**config.mk**
```make
export PLATFORM = sky130hd
export DESIGN_NAME = mips_exec_ctrl_flat
export DESIGN_NICKNAME = d
export VERILOG_FILES = /design/src/rtl/mips_exec_ctrl_if.sv /design/src/rtl/mips_exec_ctrl.sv /design/src/flat_wrapper.sv
export SDC_FILE = /design/constraint.sdc
export NUM_CORES = 1
export LEC_CHECK = 0
export CAP_MARGIN = 20
export CORE_ASPECT_RATIO = 1.75
export CORE_MARGIN = 1
export CORE_UTILIZATION = 51
export CTS_BUF_LIST = sky130_fd_sc_hd__clkbuf_4 sky130_fd_sc_hd__clkbuf_8 sky130_fd_sc_hd__clkbuf_16
export DETAILED_ROUTE_END_ITERATION = 10
export HOLD_SLACK_MARGIN = 0.12
export PLACE_DENSITY = 0.87
export SLEW_MARGIN = 30
export SYNTH_ARGS = -nofsm -noshare
export SYNTH_HDL_FRONTEND = slang
export SYNTH_SLANG_ARGS = --single-unit
```
**constraint.sdc**
```tcl
create_clock -name clk -period 5 [get_ports clk]
set_input_delay 1.5 -clock clk [delete_from_list [all_inputs] [get_ports clk]]
set_output_delay 1.5 -clock clk [all_outputs]
set_load 0.01 [all_outputs]
```
**src/rtl/mips_exec_ctrl_if.sv**
```systemverilog
// -----------------------------------------------------------------------------
// mips_exec_ctrl_if
// Command port between the debug/host side and the execution controller.
//   cmd_valid  host -> ctrl  command present
//   cmd        host -> ctrl  opcode (0 CLEAR, 1 RUN, 2 STEP, 3 HALT,
//                            4 SET_BP, 5 CLR_BP, 6-7 reserved)
//   cmd_arg    host -> ctrl  STEP: cycle count in [15:0]; SET_BP: breakpoint PC
//   cmd_ready  ctrl -> host  command taken on an edge with cmd_valid & cmd_ready
// Modports: master (host side), slave (controller side).
// -----------------------------------------------------------------------------
interface mips_exec_ctrl_if #(
    parameter int unsigned SIZE = 32
) ();
    logic            cmd_valid;
    logic [2:0]      cmd;
    logic [SIZE-1:0] cmd_arg;
    logic            cmd_ready;

    modport master (output cmd_valid, output cmd, output cmd_arg, input  cmd_ready);
    modport slave  (input  cmd_valid, input  cmd, input  cmd_arg, output cmd_ready);
endinterface

```
**src/rtl/mips_exec_ctrl.sv**
```systemverilog
// -----------------------------------------------------------------------------
// mips_exec_ctrl
// Execution controller for the mips core. Owns the core's stall input and
// sequences it from a host command port: run, counted step, halt, breakpoint
// set/clear and clear. A fetched halt instruction drains the pipeline for
// PIPE_DEPTH cycles and then parks in END; a breakpoint hit stops at once.
// Counts unstalled cycles (saturating) for the host.
//
// Ports:
//   clk            system clock, rising edge
//   rst            asynchronous reset, active low
//   cmd_if         command port (slave modport of mips_exec_ctrl_if)
//   i_pc           core fetch PC (breakpoint compare)
//   i_halt_instr   core fetched the halt opcode this cycle
//   o_stall        core stall, registered
//   o_state        FSM state: HALTED=0 RUN=1 STEP=2 DRAIN=3 END=4
//   o_halt_reason  0 none, 1 HALT cmd / step done, 2 breakpoint, 3 halt instr
//   o_done         one-cycle pulse on every entry to HALTED or END
//   o_cycle_count  unstalled cycles, saturating at 0xFFFF_FFFF
//
// Build option: define MIPS_EXEC_BREAKPOINT_EN to build the breakpoint
// register and PC comparator; otherwise SET_BP/CLR_BP are accepted no-ops.
// -----------------------------------------------------------------------------
module mips_exec_ctrl #(
    parameter int unsigned SIZE       = 32,
    parameter int unsigned PIPE_DEPTH = 5
) (
    input  logic             clk,
    input  logic             rst,
    mips_exec_ctrl_if.slave  cmd_if,
    input  logic [SIZE-1:0]  i_pc,
    input  logic             i_halt_instr,
    output logic             o_stall,
    output logic [2:0]       o_state,
    output logic [1:0]       o_halt_reason,
    output logic             o_done,
    output logic [31:0]      o_cycle_count
);

    typedef enum logic [2:0] {
        ST_HALTED = 3'd0,
        ST_RUN    = 3'd1,
        ST_STEP   = 3'd2,
        ST_DRAIN  = 3'd3,
        ST_END    = 3'd4
    } state_t;

    localparam logic [2:0] CMD_CLEAR  = 3'd0;
    localparam logic [2:0] CMD_RUN    = 3'd1;
    localparam logic [2:0] CMD_STEP   = 3'd2;
    localparam logic [2:0] CMD_HALT   = 3'd3;
    localparam logic [2:0] CMD_SET_BP = 3'd4;
    localparam logic [2:0] CMD_CLR_BP = 3'd5;

    function automatic logic [31:0] sat_inc(input logic [31:0] v);
        return (v == 32'hFFFF_FFFF) ? v : (v + 32'd1);
    endfunction

    state_t      state_r, state_next_s;
    logic [15:0] cnt_r, cnt_next_s;
    logic [1:0]  reason_r, reason_next_s;
    logic [31:0] cycles_r;
    logic        stall_r, ready_r, done_r;
    logic        stall_next_s, ready_next_s, done_next_s;
    logic        accept_s, clear_s, bp_set_s, bp_clr_s, bp_hit_s;
    logic [15:0] step_load_s;

    assign accept_s    = cmd_if.cmd_valid & ready_r;
    // A step count of zero still runs one cycle.
    assign step_load_s = (cmd_if.cmd_arg[15:0] == 16'd0) ? 16'd1 : cmd_if.cmd_arg[15:0];

`ifdef MIPS_EXEC_BREAKPOINT_EN
    logic [SIZE-1:0] bp_addr_r;
    logic            bp_valid_r;

    // Breakpoint register: loaded by SET_BP, invalidated by CLR_BP.
    always_ff @(posedge clk or negedge rst) begin
        if (!rst) begin
            bp_addr_r  <= {SIZE{1'b0}};
            bp_valid_r <= 1'b0;
        end else if (bp_set_s) begin
            bp_addr_r  <= cmd_if.cmd_arg;
            bp_valid_r <= 1'b1;
        end else if (bp_clr_s) begin
            bp_valid_r <= 1'b0;
        end
    end

    assign bp_hit_s = bp_valid_r & (i_pc == bp_addr_r);
`else
    logic unused_bp_s;
    assign unused_bp_s = ^{i_pc, cmd_if.cmd_arg[SIZE-1:16], bp_set_s, bp_clr_s};
    assign bp_hit_s    = 1'b0;
`endif

    // State and per-state bookkeeping registers.
    always_ff @(posedge clk or negedge rst) begin
        if (!rst) begin
            state_r  <= ST_HALTED;
            cnt_r    <= 16'd0;
            reason_r <= 2'd0;
            stall_r  <= 1'b1;
            ready_r  <= 1'b0;
            done_r   <= 1'b0;
            cycles_r <= 32'd0;
        end else begin
            state_r  <= state_next_s;
            cnt_r    <= cnt_next_s;
            reason_r <= reason_next_s;
            stall_r  <= stall_next_s;
            ready_r  <= ready_next_s;
            done_r   <= done_next_s;
            // CLEAR is only acted on in stalled states, so it never races an increment.
            if (clear_s) begin
                cycles_r <= 32'd0;
            end else if (!stall_r) begin
                cycles_r <= sat_inc(cycles_r);
            end
        end
    end

    // Next-state decision; RUN priority is HALT cmd > halt instr > breakpoint.
    always_comb begin
        state_next_s  = state_r;
        cnt_next_s    = cnt_r;
        reason_next_s = reason_r;
        clear_s       = 1'b0;
        bp_set_s      = 1'b0;
        bp_clr_s      = 1'b0;
        case (state_r)
            ST_HALTED: begin
                if (accept_s) begin
                    case (cmd_if.cmd)
                        CMD_RUN:    state_next_s = ST_RUN;
                        CMD_STEP: begin
                            state_next_s = ST_STEP;
                            cnt_next_s   = step_load_s;
                        end
                        CMD_CLEAR: begin
                            clear_s       = 1'b1;
                            reason_next_s = 2'd0;
                        end
                        CMD_SET_BP: bp_set_s = 1'b1;
                        CMD_CLR_BP: bp_clr_s = 1'b1;
                        default:    state_next_s = ST_HALTED;
                    endcase
                end else begin
                    state_next_s = ST_HALTED;
                end
            end
            ST_RUN: begin
                if (accept_s && (cmd_if.cmd == CMD_HALT)) begin
                    state_next_s  = ST_HALTED;
                    reason_next_s = 2'd1;
                end else if (i_halt_instr) begin
                    state_next_s = ST_DRAIN;
                    cnt_next_s   = 16'(PIPE_DEPTH);
                end else if (bp_hit_s) begin
                    state_next_s  = ST_HALTED;
                    reason_next_s = 2'd2;
                end else begin
                    state_next_s = ST_RUN;
                end
            end
            ST_STEP: begin
                if (i_halt_instr) begin
                    state_next_s = ST_DRAIN;
                    cnt_next_s   = 16'(PIPE_DEPTH);
                end else if (bp_hit_s) begin
                    state_next_s  = ST_HALTED;
                    reason_next_s = 2'd2;
                end else if (cnt_r == 16'd1) begin
                    state_next_s  = ST_HALTED;
                    reason_next_s = 2'd1;
                end else begin
                    cnt_next_s = cnt_r - 16'd1;
                end
            end
            ST_DRAIN: begin
                if (cnt_r == 16'd1) begin
                    state_next_s  = ST_END;
                    reason_next_s = 2'd3;
                end else begin
                    cnt_next_s = cnt_r - 16'd1;
                end
            end
            ST_END: begin
                if (accept_s && (cmd_if.cmd == CMD_CLEAR)) begin
                    state_next_s  = ST_HALTED;
                    clear_s       = 1'b1;
                    reason_next_s = 2'd0;
                end else begin
                    state_next_s = ST_END;
                end
            end
            default: begin
                state_next_s  = ST_HALTED;
                reason_next_s = 2'd0;
            end
        endcase
    end

    // Output decode from the next state so stall/ready/done are registered.
    always_comb begin
        stall_next_s = 1'b1;
        ready_next_s = 1'b1;
        case (state_next_s)
            ST_HALTED: begin stall_next_s = 1'b1; ready_next_s = 1'b1; end
            ST_RUN:    begin stall_next_s = 1'b0; ready_next_s = 1'b1; end
            ST_STEP:   begin stall_next_s = 1'b0; ready_next_s = 1'b0; end
            ST_DRAIN:  begin stall_next_s = 1'b0; ready_next_s = 1'b0; end
            ST_END:    begin stall_next_s = 1'b1; ready_next_s = 1'b1; end
            default:   begin stall_next_s = 1'b1; ready_next_s = 1'b1; end
        endcase
        done_next_s = (state_next_s != state_r) &&
                      ((state_next_s == ST_HALTED) || (state_next_s == ST_END));
    end

    assign cmd_if.cmd_ready = ready_r;
    assign o_stall          = stall_r;
    assign o_state          = state_r;
    assign o_halt_reason    = reason_r;
    assign o_done           = done_r;
    assign o_cycle_count    = cycles_r;

endmodule
```
**src/flat_wrapper.sv**
```systemverilog
// flat-port wrapper written by rule: the top's interface ports become plain ports
module mips_exec_ctrl_flat 
#(
    parameter int unsigned SIZE       = 32,
    parameter int unsigned PIPE_DEPTH = 5
)
  (clk, rst, i_pc, i_halt_instr, o_stall, o_state, o_halt_reason, o_done, o_cycle_count, cmd_if_cmd_valid, cmd_if_cmd, cmd_if_cmd_arg, cmd_if_cmd_ready);
  mips_exec_ctrl_if #(.SIZE(SIZE)) cmd_if_i ();
  input  logic clk;
  input  logic rst;
  input  logic [SIZE-1:0] i_pc;
  input  logic i_halt_instr;
  output logic o_stall;
  output logic [2:0] o_state;
  output logic [1:0] o_halt_reason;
  output logic o_done;
  output logic [31:0] o_cycle_count;
  input wire logic [$bits(cmd_if_i.cmd_valid)-1:0] cmd_if_cmd_valid;
  input wire logic [$bits(cmd_if_i.cmd)-1:0] cmd_if_cmd;
  input wire logic [$bits(cmd_if_i.cmd_arg)-1:0] cmd_if_cmd_arg;
  output wire logic [$bits(cmd_if_i.cmd_ready)-1:0] cmd_if_cmd_ready;
  assign cmd_if_i.cmd_valid = cmd_if_cmd_valid;
  assign cmd_if_i.cmd = cmd_if_cmd;
  assign cmd_if_i.cmd_arg = cmd_if_cmd_arg;
  assign cmd_if_cmd_ready = cmd_if_i.cmd_ready;
  mips_exec_ctrl #(.SIZE(SIZE), .PIPE_DEPTH(PIPE_DEPTH)) u_core (.clk(clk), .rst(rst), .cmd_if(cmd_if_i), .i_pc(i_pc), .i_halt_instr(i_halt_instr), .o_stall(o_stall), .o_state(o_state), .o_halt_reason(o_halt_reason), .o_done(o_done), .o_cycle_count(o_cycle_count));
endmodule
```
After elaboration in Yosys (flattened, before gate mapping)
Cells that the tools add are included.
{ "op_classes": {"add_sub_neg": 2, "n_eq_ne": 28, "muxes": 34, "bitwise_logic": 1, "reduce_logical": 15} }
{ "op_table": {"columns": ["operator", "count"], "rows": [
  ["2-to-1 mux 16 bit", 7],
  ["2-to-1 mux 32 bit", 3],
  ["one-hot mux 16 bit (4 select lines)", 1],
  ["adder 32 x 1 -> 32 bit (second input constant)", 1],
  ["equality test 32 bit (second input constant)", 1],
  ["equality test 3 x 2 -> 1 bit (second input constant)", 6],
  ["2-to-1 mux 3 bit", 6],
  ["equality test 16 x 1 -> 1 bit (second input constant)", 1],
  ["zero test 16 bit", 1],
  ["2-to-1 mux 2 bit", 8],
  ["subtractor 16 x 1 -> 16 bit (second input constant)", 1],
  ["one-hot mux 3 bit (5 select lines)", 1],
  ["inequality test 2 x 1 -> 1 bit (second input constant)", 7],
  ["equality test 3 bit (second input constant)", 4],
  ["inequality test 2 bit (second input constant)", 5],
  ["one-hot mux 2 bit (5 select lines)", 1],
  ["equality test 3 x 1 -> 1 bit (second input constant)", 3],
  ["zero test 3 bit", 3],
  ["one-hot mux 3 bit (3 select lines)", 1],
  ["AND reduction 7 bit", 1],
  ["OR reduction 3 bit", 2],
  ["2-to-1 mux 1 bit", 5],
  ["AND reduction 5 bit", 1],
  ["nonzero test 4 bit", 1],
  ["other kinds (7)", 9]
]} }
{ "totals": {"reg_bits": 56, "input_bits": 71, "output_inout_bits": 40, "wordCells": 87} }

Longest topological paths before layout
Gate-level depths: netlist of run 1.
{ "logic_depth": {"word_depth": 8, "depth_mapped": 8, "depth_no_buf": 7} }

Least setup slack after synthesis of run 1
OpenSTA, ideal clock, no wires.
{ "synth_timing": {"kind": "input port to flip-flop", "startpoint": "input port cmd_if_cmd[2]", "endpoint": "register u_core.cycles_r[6], in the netlist u_core.o_cycle_count[6]", "setup_time_ns": 0.133, "t_arrival_ns": 2.753, "required_ns": 4.867, "slack_ns": 2.114, "path_stages": 6, "path_buffers": 2, "cell_sequence": "and3b_1 > nand2_1 > nor2_1 > clkbuf_1 > buf_1 > nor2_1"} }
{ "synth_between": {"elab_chain_len": 6, "elab_cells_between_ends": 10, "classes_between": "eq/ne: 2; mux: 5; reduce/logical: 3"} }
{ "synth_rtl": {"columns": ["element", "line_no", "source"], "rows": [
  ["start: declaration", "flat_wrapper.sv:19", "input wire logic [$bits(cmd_if_i.cmd)-1:0] cmd_if_cmd;"],
  ["zero test 3 bit *", "mips_exec_ctrl.sv:133, mips_exec_ctrl.sv:188", null],
  ["2-to-1 mux 1 bit or logical AND 1 bit (tied branches)", "mips_exec_ctrl.sv:133, mips_exec_ctrl.sv:188", null],
  ["2-to-1 mux 1 bit (on tied branches)", "mips_exec_ctrl.sv:132, mips_exec_ctrl.sv:188", null],
  ["one-hot mux 1 bit (2 select lines) *", "mips_exec_ctrl.sv:130", "case (state_r)"],
  ["inequality test 2 bit (no line) or inequality test 2 x 1 -> 1 bit (tied branches)", null, null],
  ["AND reduction 2 bit (no line)", null, null],
  ["end signal: assignment", "mips_exec_ctrl.sv:117", "cycles_r <= sat_inc(cycles_r);"],
  ["end: declaration", "mips_exec_ctrl.sv:62", "logic [31:0] cycles_r;"]
]} }
Every way passes the cells marked *; elsewhere a longest branch is shown, timed or not.
A chain may end at the register's enable or synchronous reset.

Worst setup path in the final report of run 1
{ "layout_timing": {"startpoint": "input port i_halt_instr", "endpoint": "register u_core.cnt_r[15]"} }
{ "layout_between": {"elab_chain_len": 2, "elab_cells_between_ends": 4, "classes_between": "eq/ne: 1; mux: 2; reduce/logical: 1"} }
{ "layout_rtl": {"columns": ["element", "line_no", "source"], "rows": [
  ["start: declaration", "flat_wrapper.sv:12", "input logic i_halt_instr;"],
  ["2-to-1 mux 16 bit or inequality test 2 bit (tied branches)", null, null],
  ["one-hot mux 16 bit (4 select lines) or AND reduction 5 bit (tied branches)", null, null],
  ["end signal: assignment", "mips_exec_ctrl.sv:108", "cnt_r <= cnt_next_s;"],
  ["end: declaration", "mips_exec_ctrl.sv:60", "logic [15:0] cnt_r, cnt_next_s;"]
]} }
Parallel ways exist; a longest one is shown, timed or not.

==> impl_metrics.toml, run 1 <==
[setup_path]
cp_slowest_stage_delay_ns = 0.60
rr_worst_depth = 7
crit_fanout = 18
critPathLaunchType = "input pin"
end_kind = "flop"
worst_r2r_endpoint = "u_core.cnt_r[6]$_DFFE_PN0P_"
crit_chain = "clkdlybuf4s50_1 -> nor2b_1 -> nand2b_1 -> nor3_1 -> a32oi_1 -> o221ai_1"
reg2reg_slack_ns = 2.62
critical_path_arrival_ns = 3.52
rr_startpoint = "u_core.cnt_r[1]$_DFFE_PN0P_"
crit_required_ns = 5.16
critPathSlowestCell = "nand2b_1"
path_class = "in2reg"

[placement]
io_buffers = 62
gp_congestion = 0.9356
hpwl_um = 6894

[floorplanning]
ios = 111
die-area_um2 = 7182
die_w_um = 64.50
die_y_um = 111.4
core_um2 = 6588
initial_core_util = 0.5292
core.rowCount = 39

[logic_synthesis]
avgSynthCellArea_um2 = 8.984
yosysUniqueCellTypes = 69
synth_warnings = 0
synthMostInstantiatedCell = "dfrtp_1"
ys.flop_type = "dfrtp_1"
synth_edf_count = 0
netlist_area_um2 = 3486
ys_seq_elements = 56
yosysSeqAreaShare = 0.4024
async_flop_share = 1.000
synth_area_leaders = "dfrtp_1, a21oi_1, nand2_1"
synth_cells = 388
synth_nets = 462
synth_top_area_share = 0.3948
synth_area_leader_cell = "dfrtp_1"
synth_common_cells = "dfrtp_1, nand2_1, nor2_1"

[clocking]
post_cts_buffers = 0
cts.repair.resized = 0
clk_latency_ns = 0.30
clockRootBuffer = "clkbuf_16"
cts.sinks = 56
numCtsBuffers = 5
cts_buffer_depth = 2
hold_buffers = 0
cts_tree = "done"
clkTransAtPathRegs_ns = 0.07
htree_levels = 2

[route]
drcViolationCount = 0
drtAntennaViolNets = 0
wl_per_cell_um = 17.44
vias = 3427
routed_wl_um = 9227
vias_per_cell = 6.478
first_pass_iters = 6
drtIter0Drc = 186

[timing]
fin_crit_ns = 3.356
drv_slew = 0
rsz0062_at_grt = "false"
finalHoldViolations = 0
achievable-frequency_ghz = 0.2980
finClkSkew_ns = 0.01202
setup-violations-final = 0
fin_crit_sh = 0.6712
timing.setup.tns_ns = 0
maxSlewHeadroom = 0.3838
worstMarginPinSlew_ns = 0.9232

[hold_path]
holdCritStartpoint = "u_core.o_halt_reason[0]$_DFFE_PN0P_"
hp-class = "reg2reg"
hold_path_depth = 2
whs_endpoint = "u_core.o_halt_reason[0]$_DFFE_PN0P_"

[cells_and_area]
layout-drive-gt1-share = 0.1074
fin_util = 0.6564
diodes = 0
syn_to_final_growth_pct = 24.05
num-nets-final = 520
fillCellCount = 564

[global_route]
grt_pass1_vias = 3416
track_usage = 0.2717
antenna_found_initial = 0
grt_max_degree = 43
grt_pass1_wl_um = 15370
grt_overflow = 0

[pwr]
leakage_nw = 1.626
powerDensity_nw_per_um2 = 501.6
peakVddDrop_v = 0.0002760

[run_status]
status = "finished clean"

[job]
cap_violations = 0
==> cell families after synthesis <==
family                     Yosys count  share of synthesized area
muxes                                1                   0.002872
and+or+nand+nor                    180                     0.3076
DFF                                 56                     0.4024
AOI/OAI and AO/OA                  112                     0.2182
xor gates and xnor gates            11                    0.02764
buffers and inverters               25                    0.03051
adders and majority gates            3                    0.01077
==> worst max-delay path by stage <==
| stage | from | to | slack [ns] | cells after the start |
|---|---|---|---|---|
| final | i_halt_instr | u_core.cnt_r[15]$_DFFE_PN0P_ | 1.64 | 6 |
| after global routing | cmd_if_cmd[0] | u_core.o_cycle_count[27]$_DFFE_PN0P_ | 1.55 | 6 |
| after CTS | i_halt_instr | u_core.cnt_r[15]$_DFFE_PN0P_ | 1.71 | 6 |
| after detailed placement | i_halt_instr | u_core.cnt_r[15]$_DFFE_PN0P_ | 1.40 | 6 |
| after global placement | i_halt_instr | u_core.cnt_r[15]$_DFFE_PN0P_ | 1.46 | 6 |
| after floorplan | cmd_if_cmd[2] | u_core.o_cycle_count[6]$_DFFE_PN0P_ | 2.11 | 6 |
==> per-stage QoR <==
step	cell area [µm²]	setup WS, ns	total power, mW	std cells	hold WS, ns
floorplan	3486	2.114	1.375	388	0.4925
global placement	4170	1.460	1.742	521	0.5122
detailed placement	4170	1.402	1.784	521	0.5205
CTS	4324	1.714	2.158	529	0.5307
global route	4324	1.549	2.310	529	0.5587
finish	4324	1.644	2.169	529	0.5250
==> layout by cell type, fill, tap and decap left out, drive strengths merged, types with 5 or more instances in the layout <==
cell            n
clkdlybuf4s50  61
dfrtp          55
a21oi          36
nor2           35
nand2          34
o21ai          30
nand3          15
or3            15
nor4           15
nor3           13
nand4          13
inv            11
or4            10
xnor2           8
clkbuf          7
o211ai          6
or2             6
a31oi           5
==> worst max-delay path: cells and delay by family <==
kind	cells	cell delay, ns
AO/OA/AOI/OAI	2	0.43
buffers and inverters	1	0.52
AND/OR/NAND/NOR	3	1.05
==> final cells by class <==
cell class	count	area [µm²]	share of cell area
timing repair buffer	65	638.1	0.1476
clock buffer	7	146.4	0.03385
inverter	11	41.29	0.009549
tap	82	102.6	0.02373
sequential	56	1403	0.3244
clock inverter	1	7.507	0.001736
multi-input combinational	307	1986	0.4592
==> layer usage <==
| metal | wire, µm | track usage |
|---|---|---|
| met4 | 438 | 0.1778 |
| met2 | 5006 | 0.4835 |
| met5 | 0 | 0 |
| met3 | 370 | 0.04201 |
| met1 | 3411 | 0.2869 |
==> power by group <==
part / total [mW] / switching, mW / internal, mW
Combinational: 0.945 / 0.484 / 0.462
Sequential: 0.852 / 0.240 / 0.612
Clock: 0.372 / 0.167 / 0.206
Total: 2.17 / 0.890 / 1.28
==> registers in the layout, indices dropped and copies added, names as in the netlist <==
signal and count:
u_core.cnt_r 16, u_core.o_cycle_count 32, u_core.cmd_if.cmd_ready 1, u_core.o_halt_reason 2
u_core.o_state 3, u_core.o_done 1, u_core.o_stall 1
(Power assumes the default switching activity.)
==> inputs of run 2 (changes only) <==
Settings changed: CORE_UTILIZATION 51 to 47, PLACE_DENSITY 0.87 to 0.81.
Clock period 5 ns to 3.1 ns, I/O delays scaled along.
==> impl_metrics.toml, run 2 (synthesis gave the netlist of run 1 again) <==
[setup_path]
crit_path_frequent_cell = "o21ai_0"
crit_chain = "clkdlybuf4s50_1 -> and4b_1 -> a311oi_1 -> a31oi_1 -> buf_4 -> o21ai_0 -> o21ai_0"
crit_fanout = 26
critPathSlowestCell = "clkdlybuf4s50_1"
end_kind = "flop"
critical_path_arrival_ns = 2.74
critPathLaunchType = "input pin"
crit_required_ns = 3.26
path_class = "in2reg"
cp_slowest_stage_delay_ns = 0.48

[timing]
finClkSkew_ns = 0.01314
setup-violations-final = 0
fin_crit_ns = 2.585
drv_slew = 0
achievable-frequency_ghz = 0.3869
maxSlewHeadroom = 0.5531
worstMarginPinSlew_ns = 0.6703
timing.setup.tns_ns = 0
rsz0062_at_grt = "false"
fin_crit_sh = 0.8337
finalHoldViolations = 0

[cells_and_area]
layout-drive-gt1-share = 0.1150
fin_util = 0.6063
diodes = 0
fin_cells = 538
mostFrequentLayoutCell = "clkdlybuf4s50_1"
num-nets-final = 525
largest_register_ffs = 32
most-common-layout-cells = "clkdlybuf4s50_1, dfrtp_1, nand2_1"
syn_to_final_growth_pct = 24.91

[route]
drtAntennaViolNets = 0
first_pass_iters = 5
wl_per_cell_um = 17.25
drcViolationCount = 0
routed_wl_um = 9282
vias_per_cell = 6.374
vias = 3429
drtIter0Drc = 254

[global_route]
grt_pass1_vias = 3296
grt_overflow = 0
track_usage = 0.2545
grt_pass1_wl_um = 15150
antenna_found_initial = 0
grt_max_degree = 45

[clocking]
cts_buffer_depth = 2
numCtsBuffers = 5
cts_tree = "done"
clockRootBuffer = "clkbuf_16"
cts.repair.resized = 0
htree_levels = 2
post_cts_buffers = 0
cts.sinks = 56
hold_buffers = 0
clk_latency_ns = 0.30
clkTransAtPathRegs_ns = 0.07

[floorplanning]
die_w_um = 67.10
ios = 111
initial_core_util = 0.4854
die_y_um = 115.9
die-area_um2 = 7779
core.rowCount = 41
core_um2 = 7182

[placement]
io_buffers = 62
place_inst = 530
hpwl_um = 6950
gp_congestion = 0.8583

[pwr]
peakVddDrop_v = 0.0004054
leakage_nw = 1.648
power.total_mw = 3.459
powerDensity_nw_per_um2 = 794.5

[job]
cap_violations = 0

[run_status]
status = "finished clean"

[hold_path]
hp-class = "reg2reg"
run 2: changes by cell type in the layout (fill, tap and decap cells not counted), sizes merged:
| cell | previous run | this run |
|---|---|---|
| clkbuf | 7 | 6 |
| buf | 4 | 9 |
| clkinv | 0 | 1 |
run 2: worst max-delay path, delay by kind of cell:
| family | cells | cell delay (ns) |
|---|---|---|
| AO/OA/AOI/OAI | 4 | 0.82 |
| AND/OR/NAND/NOR | 1 | 0.25 |
| buffers and inverters | 2 | 0.73 |
run 2: final cells by class:
cell class | count | area (µm²)
Sequential cell | 56 | 1403
Inverter | 11 | 41.29
Multi-Input combinational cell | 307 | 1979
Clock buffer | 6 | 132.6
Clock inverter | 2 | 12.51
Timing Repair Buffer | 70 | 678.2
Fill cell | 634 | 2828
Tap cell | 86 | 107.6
run 2: worst paths after layout:
| kind | cells after the start | to | startpoint | slack, ns |
|---|---|---|---|---|
| worst max-delay path | 7 | u_core.cnt_r[3]$_DFFE_PN0P_ | cmd_if_cmd[2] | 0.52 |
| worst min-delay path | 2 | u_core.o_halt_reason[0]$_DFFE_PN0P_ | u_core.o_halt_reason[0]$_DFFE_PN0P_ | 0.53 |
| worst max register to register | 7 | u_core.cnt_r[10]$_DFFE_PN0P_ | u_core.cnt_r[1]$_DFFE_PN0P_ | 0.72 |
| worst min register to register | 2 | u_core.o_halt_reason[0]$_DFFE_PN0P_ | u_core.o_halt_reason[0]$_DFFE_PN0P_ | 0.53 |
| max in group asynchronous | 2 | u_core.cnt_r[6]$_DFFE_PN0P_ | rst | 1.92 |
| min in group asynchronous | 1 | u_core.o_cycle_count[26]$_DFFE_PN0P_ | rst | 0.61 |
run 2: through the flow:
| step | instance area [µm²] | hold WS (ns) | worst slack, ns |
|---|---|---|---|
| finish | 4354 | 0.5304 | 0.5155 |
| global route | 4354 | 0.5623 | 0.3442 |
| CTS | 4354 | 0.5352 | 0.5585 |
| detailed placement | 4209 | 0.5242 | 0.2862 |
| global placement | 4207 | 0.5139 | 0.3617 |
| floorplan | 3486 | 0.4925 | 0.7837 |
run 2: routing by layer:
| metal | wire length, µm | GRT usage | share of wire |
|---|---|---|---|
| met5 | 0 | 0 | 0 |
| met4 | 261 | 0.1319 | 0.028 |
| met3 | 412 | 0.04429 | 0.044 |
| met2 | 5222 | 0.4567 | 0.56 |
| met1 | 3385 | 0.2752 | 0.36 |
run 2: where the power goes:
part           switching (mW)  total, mW  internal [mW]
Sequential              0.381       1.37          0.987
Clock                   0.262      0.570          0.308
Combinational           0.763       1.52          0.759
==> inputs of run 3 (changes only) <==
Clock period 3.1 ns to 2.6 ns, I/O delays scaled along.
==> impl_metrics.toml, run 3 (synthesis gave the netlist of run 1 again) <==
[floorplanning]
die_w_um = 67.10
initial_core_util = 0.4854
die_y_um = 115.9
core_um2 = 7182
ios = 111
die-area_um2 = 7779
core.rowCount = 41

[pwr]
peakVddDrop_v = 0.0004882
seqPwrFrac = 0.379
p_comb_frac = 0.433
leakage_nw = 1.727
powerDensity_nw_per_um2 = 966.9
p_int_mw = 2.627
netSwitchingPower_mw = 1.709
clkPwrFrac = 0.188
switching_share = 0.3942

[timing]
setup-violations-final = 0
rsz0062_at_grt = "false"
maxSlewHeadroom = 0.5556
setup_ws_ns = 0.2077
worstMarginPinSlew_ns = 0.6666
fin_crit_sh = 0.9201
hold_ws_ns = 0.4289
finalHoldViolations = 0
fin_crit_ns = 2.392
achievable-frequency_ghz = 0.4180
finClkSkew_ns = 0.006418
drv_slew = 0

[setup_path]
crit_chain = "clkdlybuf4s50_1 -> and4b_1 -> a311oi_1 -> a31oi_1 -> nor2_1 -> a2bb2oi_1"
critPathLaunchType = "input pin"
cp_slowest_stage_delay_ns = 0.47
critPathTopFamily = "compound AO/OA/AOI/OAI gates"
crit_fanout = 5
critical_path_arrival_ns = 2.61
path_class = "in2reg"
crit_buf_inv = 1
end_kind = "flop"
critPathSlowestCell = "clkdlybuf4s50_1"
crit_required_ns = 2.82

[clocking]
clkTransAtPathRegs_ns = 0.07
htree_levels = 2
hold_buffers = 0
clockRootBuffer = "clkbuf_16"
post_cts_buffers = 0
numCtsBuffers = 5
cts_buffer_depth = 2
cts.sinks = 56
cts.repair.resized = 0
clk_latency_ns = 0.30
cts_tree = "done"

[global_route]
antenna_found_initial = 0
track_usage = 0.2683
grt_overflow = 0
grt_pass1_vias = 3422
grt_max_degree = 38
grt_pass1_wl_um = 15970

[cells_and_area]
num-nets-final = 536
design_area_um2 = 4484
fin_util = 0.6244
largest_register_ffs = 32
layout-drive-gt1-share = 0.1361
mostFrequentLayoutCell = "clkdlybuf4s50_1"
most-common-layout-cells = "clkdlybuf4s50_1, dfrtp_1, nand2_1"
diodes = 0
syn_to_final_growth_pct = 28.64

[placement]
place_ws_ns = -0.05186
gp_congestion = 0.8933
io_buffers = 62
placed_area_um2 = 4302
hpwl_um = 7264

[route]
drcViolationCount = 0
vias = 3471
drtAntennaViolNets = 0
first_pass_iters = 5
drtIter0Drc = 248
vias_per_cell = 6.322
wl_per_cell_um = 17.45
routed_wl_um = 9582

[job]
cap_violations = 0

[hold_path]
hp-class = "in2async"

[run_status]
status = "finished clean"
-- run 3: path summary, 6_finish.rpt --
path	endpoint	startpoint	cells after the start	slack, ns
worst min register to register	u_core.o_halt_reason[0]$_DFFE_PN0P_	u_core.o_halt_reason[0]$_DFFE_PN0P_	2	0.54
worst max-delay path	u_core.cnt_r[0]$_DFFE_PN0P_	cmd_if_cmd[2]	6	0.21
max in group asynchronous	u_core.o_stall$_DFF_PN1_	rst	2	1.54
worst max register to register	u_core.cnt_r[10]$_DFFE_PN0P_	u_core.cnt_r[1]$_DFFE_PN0P_	7	0.22
worst min-delay path	u_core.o_cycle_count[26]$_DFFE_PN0P_	rst	1	0.43
min in group clk	u_core.o_halt_reason[0]$_DFFE_PN0P_	u_core.o_halt_reason[0]$_DFFE_PN0P_	2	0.54
-- run 3: worst register-to-register path, delay by kind of cell, from the launching register on --
kind	cells	cell delay, ns
AOI/OAI and AO/OA	2	0.34
adders and majority gates	1	0.19
buffers and inverters	1	0.12
DFF	1	0.40
and+or+nand+nor	3	1.20
-- run 3: power by group through the flow --
stage | Clock, mW | Combinational [mW] | Sequential [mW]
CTS | 0.839 | 1.87 | 1.63
detailed placement | 0 | 1.86 | 1.65
floorplan | 0 | 1.02 | 1.62
global route | 0.868 | 2.07 | 1.69
finish | 0.817 | 1.88 | 1.64
global placement | 0 | 1.81 | 1.62
-- run 3: metal layers --
layer,up-vias,track usage,wire length (µm)
li1,1633,-,-
met1,1686,0.2881,3465
met2,128,0.4860,5460
met3,24,0.04429,373
met4,0,0.1376,283
met5,-,0,0
-- run 3: final cells by class --
cell class                      instances  area, µm²
Fill cell                             605       2698
Multi-Input combinational cell        307       1979
Sequential cell                        56       1403
Timing Repair Buffer                   81      770.7
Clock buffer                            7      152.6
Tap cell                               86      107.6
Inverter                               11      41.29
Clock inverter                          1      30.03
-- run 3: metrics by stage --
stage / std cells / power (mW) / setup TNS [ns]
after floorplan: 388 / 2.643 / 0
after global placement: 541 / 3.424 / 0
after detailed placement: 541 / 3.508 / -0.1557
after CTS: 549 / 4.347 / 0
after global routing: 549 / 4.628 / 0
final: 549 / 4.336 / 0
==> variant 1, RTL diff (settings of run 3) <==
Build with the macro `MIPS_EXEC_BREAKPOINT_EN` defined.
--- a/src/rtl/mips_exec_ctrl.sv
+++ b/src/rtl/mips_exec_ctrl.sv
@@ -21,6 +21,8 @@
 // Build option: define MIPS_EXEC_BREAKPOINT_EN to build the breakpoint
 // register and PC comparator; otherwise SET_BP/CLR_BP are accepted no-ops.
 // -----------------------------------------------------------------------------
+`define MIPS_EXEC_BREAKPOINT_EN
+
 module mips_exec_ctrl #(
     parameter int unsigned SIZE       = 32,
     parameter int unsigned PIPE_DEPTH = 5
Formal check against the unedited RTL: not equivalent (a bounded check fails within 10 cycles, from zero or initial values and one cycle with rst low).
==> variant 1 against run 3 <==
  * The run now ends with negative setup slack left
  * First-iteration DRC count is 4.8% lower
  * Global-route usage is 0.94 points lower
  * Sequential cell count is 33 higher
  * Worst hold slack worse by 0.052 ns
  * Synthesized area is 41% higher
  * Count of clock-buffer cells in the layout is 5 higher
  * Core utilization is 3.5 points higher
  * Worst setup slack worse by 0.25 ns
  * Clock power is 74% higher
  * Power is 47% higher
  * Wire length is 46% higher
  * Non-clock buffer count is 57 higher
  * Design area is 50% higher
  * Largest power group unchanged
  * Highest routed layer unchanged
==> variant 1: results (changes against run 3) <==
** Run status
- Result of the run: finished, violations left (was finished clean).
- Violations in the final reports :: negative setup slack

** Power and ir drop
- The worst IR drop on VDD was 532 uV (was 488 uV).
- The sequential fraction of design power was 0.347 (was 0.379).
- Clk power :: 1420 uW (was 817 uW)
- The leakage power summed over all cells is 0.00290 uW (was 0.00173 uW).

** Timing
- The accumulated negative setup slack was -0.139 ns (was 0 ns).
- Worst Slack Setup Final :: -0.0424 ns (was 0.208 ns)
- The total of endpoints with negative setup slack in the final report was 5 (was 0).
- Worst Clk Skew :: 0.00586 ns (was 0.00642 ns)

** GRT
- Via count of the first global-routing pass :: 4641 (was 3422)
- The largest net degree at the start of global routing is 34 (was 38).
- The combined global-route utilization of all metal layers was 0.259 (was 0.268).

** Critical path
- The biggest cell delay along the critical path was 0.63 ns (was 0.47 ns).
- The worst path arrival time is 2.86 ns (was 2.61 ns).

** Yosys
- Commonest cells in the synthesized netlist :: sky130_fd_sc_hd__dfrtp_1 (88), sky130_fd_sc_hd__nor2_1 (52), sky130_fd_sc_hd__xor2_1 (47) (was sky130_fd_sc_hd__dfrtp_1 (55), sky130_fd_sc_hd__nand2_1 (34), sky130_fd_sc_hd__nor2_1 (34))
- Synthesized net count :: 566 (was 462)
- Fraction of the yosys area taken by sequential cells :: 0.455 (was 0.402)
- Distinct cell type count of the synthesized netlist :: 53 (was 69)
- Per-instance average area after synthesis :: 9.96 um2 (was 8.98 um2)

** CTS
- Total CTS buffers :: 9 (was 5)
- The clock latency reported for the late side of the worst-skew pair was 0.34 ns (was 0.30 ns).
- CTS H-tree depth :: 3 (was 2)

** Route
- Iteration-0 DRC count of the detailed router :: 236 (was 248)
- Total via count after detailed routing :: 4482 (was 3471)
- The total routed wire length on the met1 layer is 5080 um (was 3470 um).
- The sum of met2 wire segment lengths after detailed routing was 7510 um (was 5460 um).
- Detail-routed net length per standard cell :: 18.7 um (was 17.5 um)
- The detailed-route vias per instance was 5.97 (was 6.32).
- The length of routed met3 wiring came to 773 um (was 373 um).

** Placed design
- Post-DP Area :: 6330 um2 (was 4300 um2)
- Post-placement worst setup slack :: -0.623 ns (was -0.0519 ns)
- Inst Count DP :: 734 (was 541)
- Gp weighted congestion :: 0.895 (was 0.893)
- Total half-perimeter wirelength after legalization and detailed placement :: 10300 um (was 7260 um)
- Input/output buffers :: 110 (was 62)

** Cells and area
- Share of post-route cells with drive strength above 1 :: 0.165 (was 0.136)
- The net total in the final layout came to 693 (was 536).
-- variant 1: layout make-up --
cell class	count	area [um2]
Clock inverter	4	76.3
Timing Repair Buffer	138	1330
Sequential cell	89	2230
Tap cell	127	159
Multi-Input combinational cell	365	2600
Fill cell	792	3470
Inverter	16	60.1
Clock buffer	12	254
-- variant 1: worst paths after layout --
path,from,endpoint,cells after the start,slack [ns]
min reg2reg,u_core.o_halt_reason[1],u_core.o_halt_reason[1],1,0.50
max,i_pc[12],u_core.cnt_r[6],6,-0.04
min in group clk,u_core.o_halt_reason[1],u_core.o_halt_reason[1],1,0.50
max reg2reg,u_core.bp_addr_r[31],u_core.cnt_r[6],6,0.09
max in group asynchronous,rst,u_core.bp_addr_r[9],2,1.53
min,rst,u_core.bp_addr_r[28],1,0.38
-- variant 1: layer usage --
layer	vias to the layer above	track usage
met5	-	0
met4	0	0.159
met3	45	0.0527
met2	193	0.460
met1	2187	0.276
li1	2057	-
-- variant 1: logic make-up (layout without fill, tap and decap cells) --
group,after synthesis,after routing,share of synthesized area
AO/OA/AOI/OAI,83,83,0.127
flip-flops,89,89,0.455
AND/OR/NAND/NOR,185,185,0.193
XOR/XNOR,59,59,0.105
buffers and inverters,38,170,0.0322
adder cells (fa/ha/maj),3,3,0.00766
multiplexers,35,35,0.0799
-- variant 1: critical path: cells and delay by family --
kind	cells	cell delay, ns
xor gates and xnor gates	1	0.15
muxes	1	0.32
AOI/OAI and AO/OA	1	0.23
buffers and inverters	1	0.25
and+or+nand+nor	2	1.13
-- variant 1: repair_timing --
item / in CTS / in global routing
endpoints found under the setup margin: 23 / 21
resized for setup: 31 / 17
pin swaps: 16 / 14
endpoints found under the hold margin: 0 / 0
hold buffers: 0 / 0
buffers inserted: 0 / 1
==> variant 2, RTL diff (flow settings as in run 3) <==
Without the edit above. Register the output `o_cycle_count` once more, with the module's reset; this adds one clock of latency there. The other outputs are not delayed to match. Comments in the files are not updated.
--- a/src/rtl/mips_exec_ctrl.sv
+++ b/src/rtl/mips_exec_ctrl.sv
@@ -221,6 +221,12 @@
     assign o_state          = state_r;
     assign o_halt_reason    = reason_r;
     assign o_done           = done_r;
-    assign o_cycle_count    = cycles_r;
+    always_ff @(posedge clk or negedge rst) begin
+        if (!rst) begin
+            o_cycle_count <= '0;
+        end else begin
+            o_cycle_count <= cycles_r;
+        end
+    end
 
 endmodule
Function: changed (a bounded check fails within 4 cycles, from zero or initial values and one cycle with rst low).
==> variant 2 against run 3 <==
  * Sequential cell count rose by 32
  * Clock skew fell by 0.0015 ns
  * Core utilization rose by 0.67 points
  * Worst setup slack improved by 0.047 ns
  * Worst hold slack got worse by 0.0028 ns
  * Clock power rose by 71%
  * Synthesized area rose by 22%
  * Wire length rose by 18%
  * Die area rose by 22%
  * Cell count rose by 15%
  * Largest cell class is now registers
  * Power rose by 31%
  * First-iteration DRC count rose by 18%
  * Design area rose by 23%
==> variant 2: results (changes against run 3) <==
** Critical path
- The biggest cell delay along the critical path was 0.50 ns (was 0.47 ns).
- The last element of the critical path is u_core.o_halt_reason[0] (was u_core.cnt_r[0]).
- Reg2Reg Setup Slack :: 0.38 ns (was 0.22 ns)
- The maximum net fanout on the critical path was 3 (was 5).
- The endpoint of the most critical register-to-register path was u_core.cycles_r[26] (was u_core.cnt_r[10]).
- Cell count of the worst reg-to-reg path :: 6 (was 7)
- Critical path launch point :: cmd_if_cmd_valid (was cmd_if_cmd[2])
- Arrival time worst endpoint :: 2.56 ns (was 2.61 ns)

** CTS
- Clock insertion delay at the later pin of the skew report :: 0.34 ns (was 0.30 ns)
- The number of clock buffers inserted by TritonCTS came to 9 (was 5).
- The count of H-tree levels built during CTS is 3 (was 2).

** Power and ir drop
- Cell-internal power :: 3610 uW (was 2630 uW)
- Leakage component of the power :: 0.00224 uW (was 0.00173 uW)
- Highest ir drop seen on vdd :: 539 uV (was 488 uV)
- The clock group total power is 1400 uW (was 817 uW).

** Cells and area
- The non-filler instance count after layout came to 634 (was 549).
- The net total in the final layout was 586 (was 536).
- Area of the multi-input gates :: 1920 um2 (was 1980 um2)
- The share of cells above drive strength 1 came to 0.118 (was 0.136).

** Yosys
- Commonest cells in the synthesized netlist :: sky130_fd_sc_hd__dfrtp_1 (87), sky130_fd_sc_hd__nand2_1 (34), sky130_fd_sc_hd__o21ai_0 (34) (was sky130_fd_sc_hd__dfrtp_1 (55), sky130_fd_sc_hd__nand2_1 (34), sky130_fd_sc_hd__nor2_1 (34))
- Synthesized net count :: 504 (was 462)
- Distinct cell type count of the synthesized netlist :: 60 (was 69)
- The count of synthesis-stage warnings from yosys is 0 (unchanged).
- Per-instance average area after synthesis :: 9.90 um2 (was 8.98 um2)

** Placed design
- The post-placement cell count came to 618 (was 541).
- Post-DP Area :: 5170 um2 (was 4300 um2)
- Gp weighted congestion :: 0.985 (was 0.893)
- Total half-perimeter wirelength after legalization and detailed placement :: 8120 um (was 7260 um)

** Route
- Detail-routed net length per standard cell :: 17.9 um (was 17.5 um)
- Total via count after detailed routing :: 3882 (was 3471)
- Iteration-0 DRC count of the detailed router :: 293 (was 248)

** Timing
- The worst clock skew on the final layout is 0.00488 ns (was 0.00642 ns).
- The slew of the pin with the lowest slew margin was 0.545 ns (was 0.667 ns).

** GRT
- The combined global-route utilization of all metal layers came to 0.264 (was 0.268).
- Maximum number of pins on one net before global-route repair :: 48 (was 38)
- The via count of the first global-routing pass is 3823 (was 3422).

** Run status
- Result of the run :: finished clean (unchanged)
## variant 2: critical path: cells and delay by family
| kind | cells | cell delay [ns] |
|---|---|---|
| buffers and inverters | 2 | 0.69 |
| AOI/OAI and AO/OA | 3 | 0.65 |
| and+or+nand+nor | 1 | 0.11 |
| muxes | 1 | 0.34 |
## variant 2: per-layer routing
metal	vias up	part of all wire	wire, um	global-route usage
li1	1780	-	-	-
met1	1908	0.37	4200	0.290
met2	161	0.56	6320	0.477
met3	33	0.043	491	0.0495
met4	0	0.030	345	0.115
met5	-	0	0	0
## variant 2: worst min-delay path by stage
stage | startpoint | endpoint | slack, ns
6_report | rst | u_core.cnt_r[7] | 0.43
3_5_place_dp | u_core.cycles_r[1] | u_core.o_cycle_count[1] | 0.42
2_1_floorplan | u_core.cycles_r[1] | u_core.o_cycle_count[1] | 0.39
5_1_grt | rst | u_core.cnt_r[7] | 0.46
4_1_cts | rst | u_core.cnt_r[9] | 0.44
3_3_place_gp | u_core.cycles_r[15] | u_core.o_cycle_count[15] | 0.42
## variant 2: cells by family after synthesis
family          after synthesis  share of synthesized area
compound gates              123                      0.186
fa+ha+maj                     3                    0.00882
mux                           4                     0.0103
xor+xnor                      4                    0.00823
buf+inv                      35                     0.0315
simple gates                173                      0.237
flops                        88                      0.518
## variant 2: area by class of cell
| type | count | area share |
|---|---|---|
| clock buffer | 10 | 0.0434 |
| clock inverter | 6 | 0.0168 |
| tap | 117 | 0.0266 |
| timing repair buffer | 87 | 0.151 |
| multi-input combinational | 307 | 0.349 |
| inverter | 19 | 0.0129 |
| sequential | 88 | 0.400 |
## variant 2: stage by stage
step                      setup slack, ns  hold WS [ns]
after floorplan                     0.462         0.389
after detailed placement         -0.00997         0.418
after CTS                           0.255         0.436
final                               0.255         0.426
after global placement             0.0394         0.418
after global routing                0.113         0.457
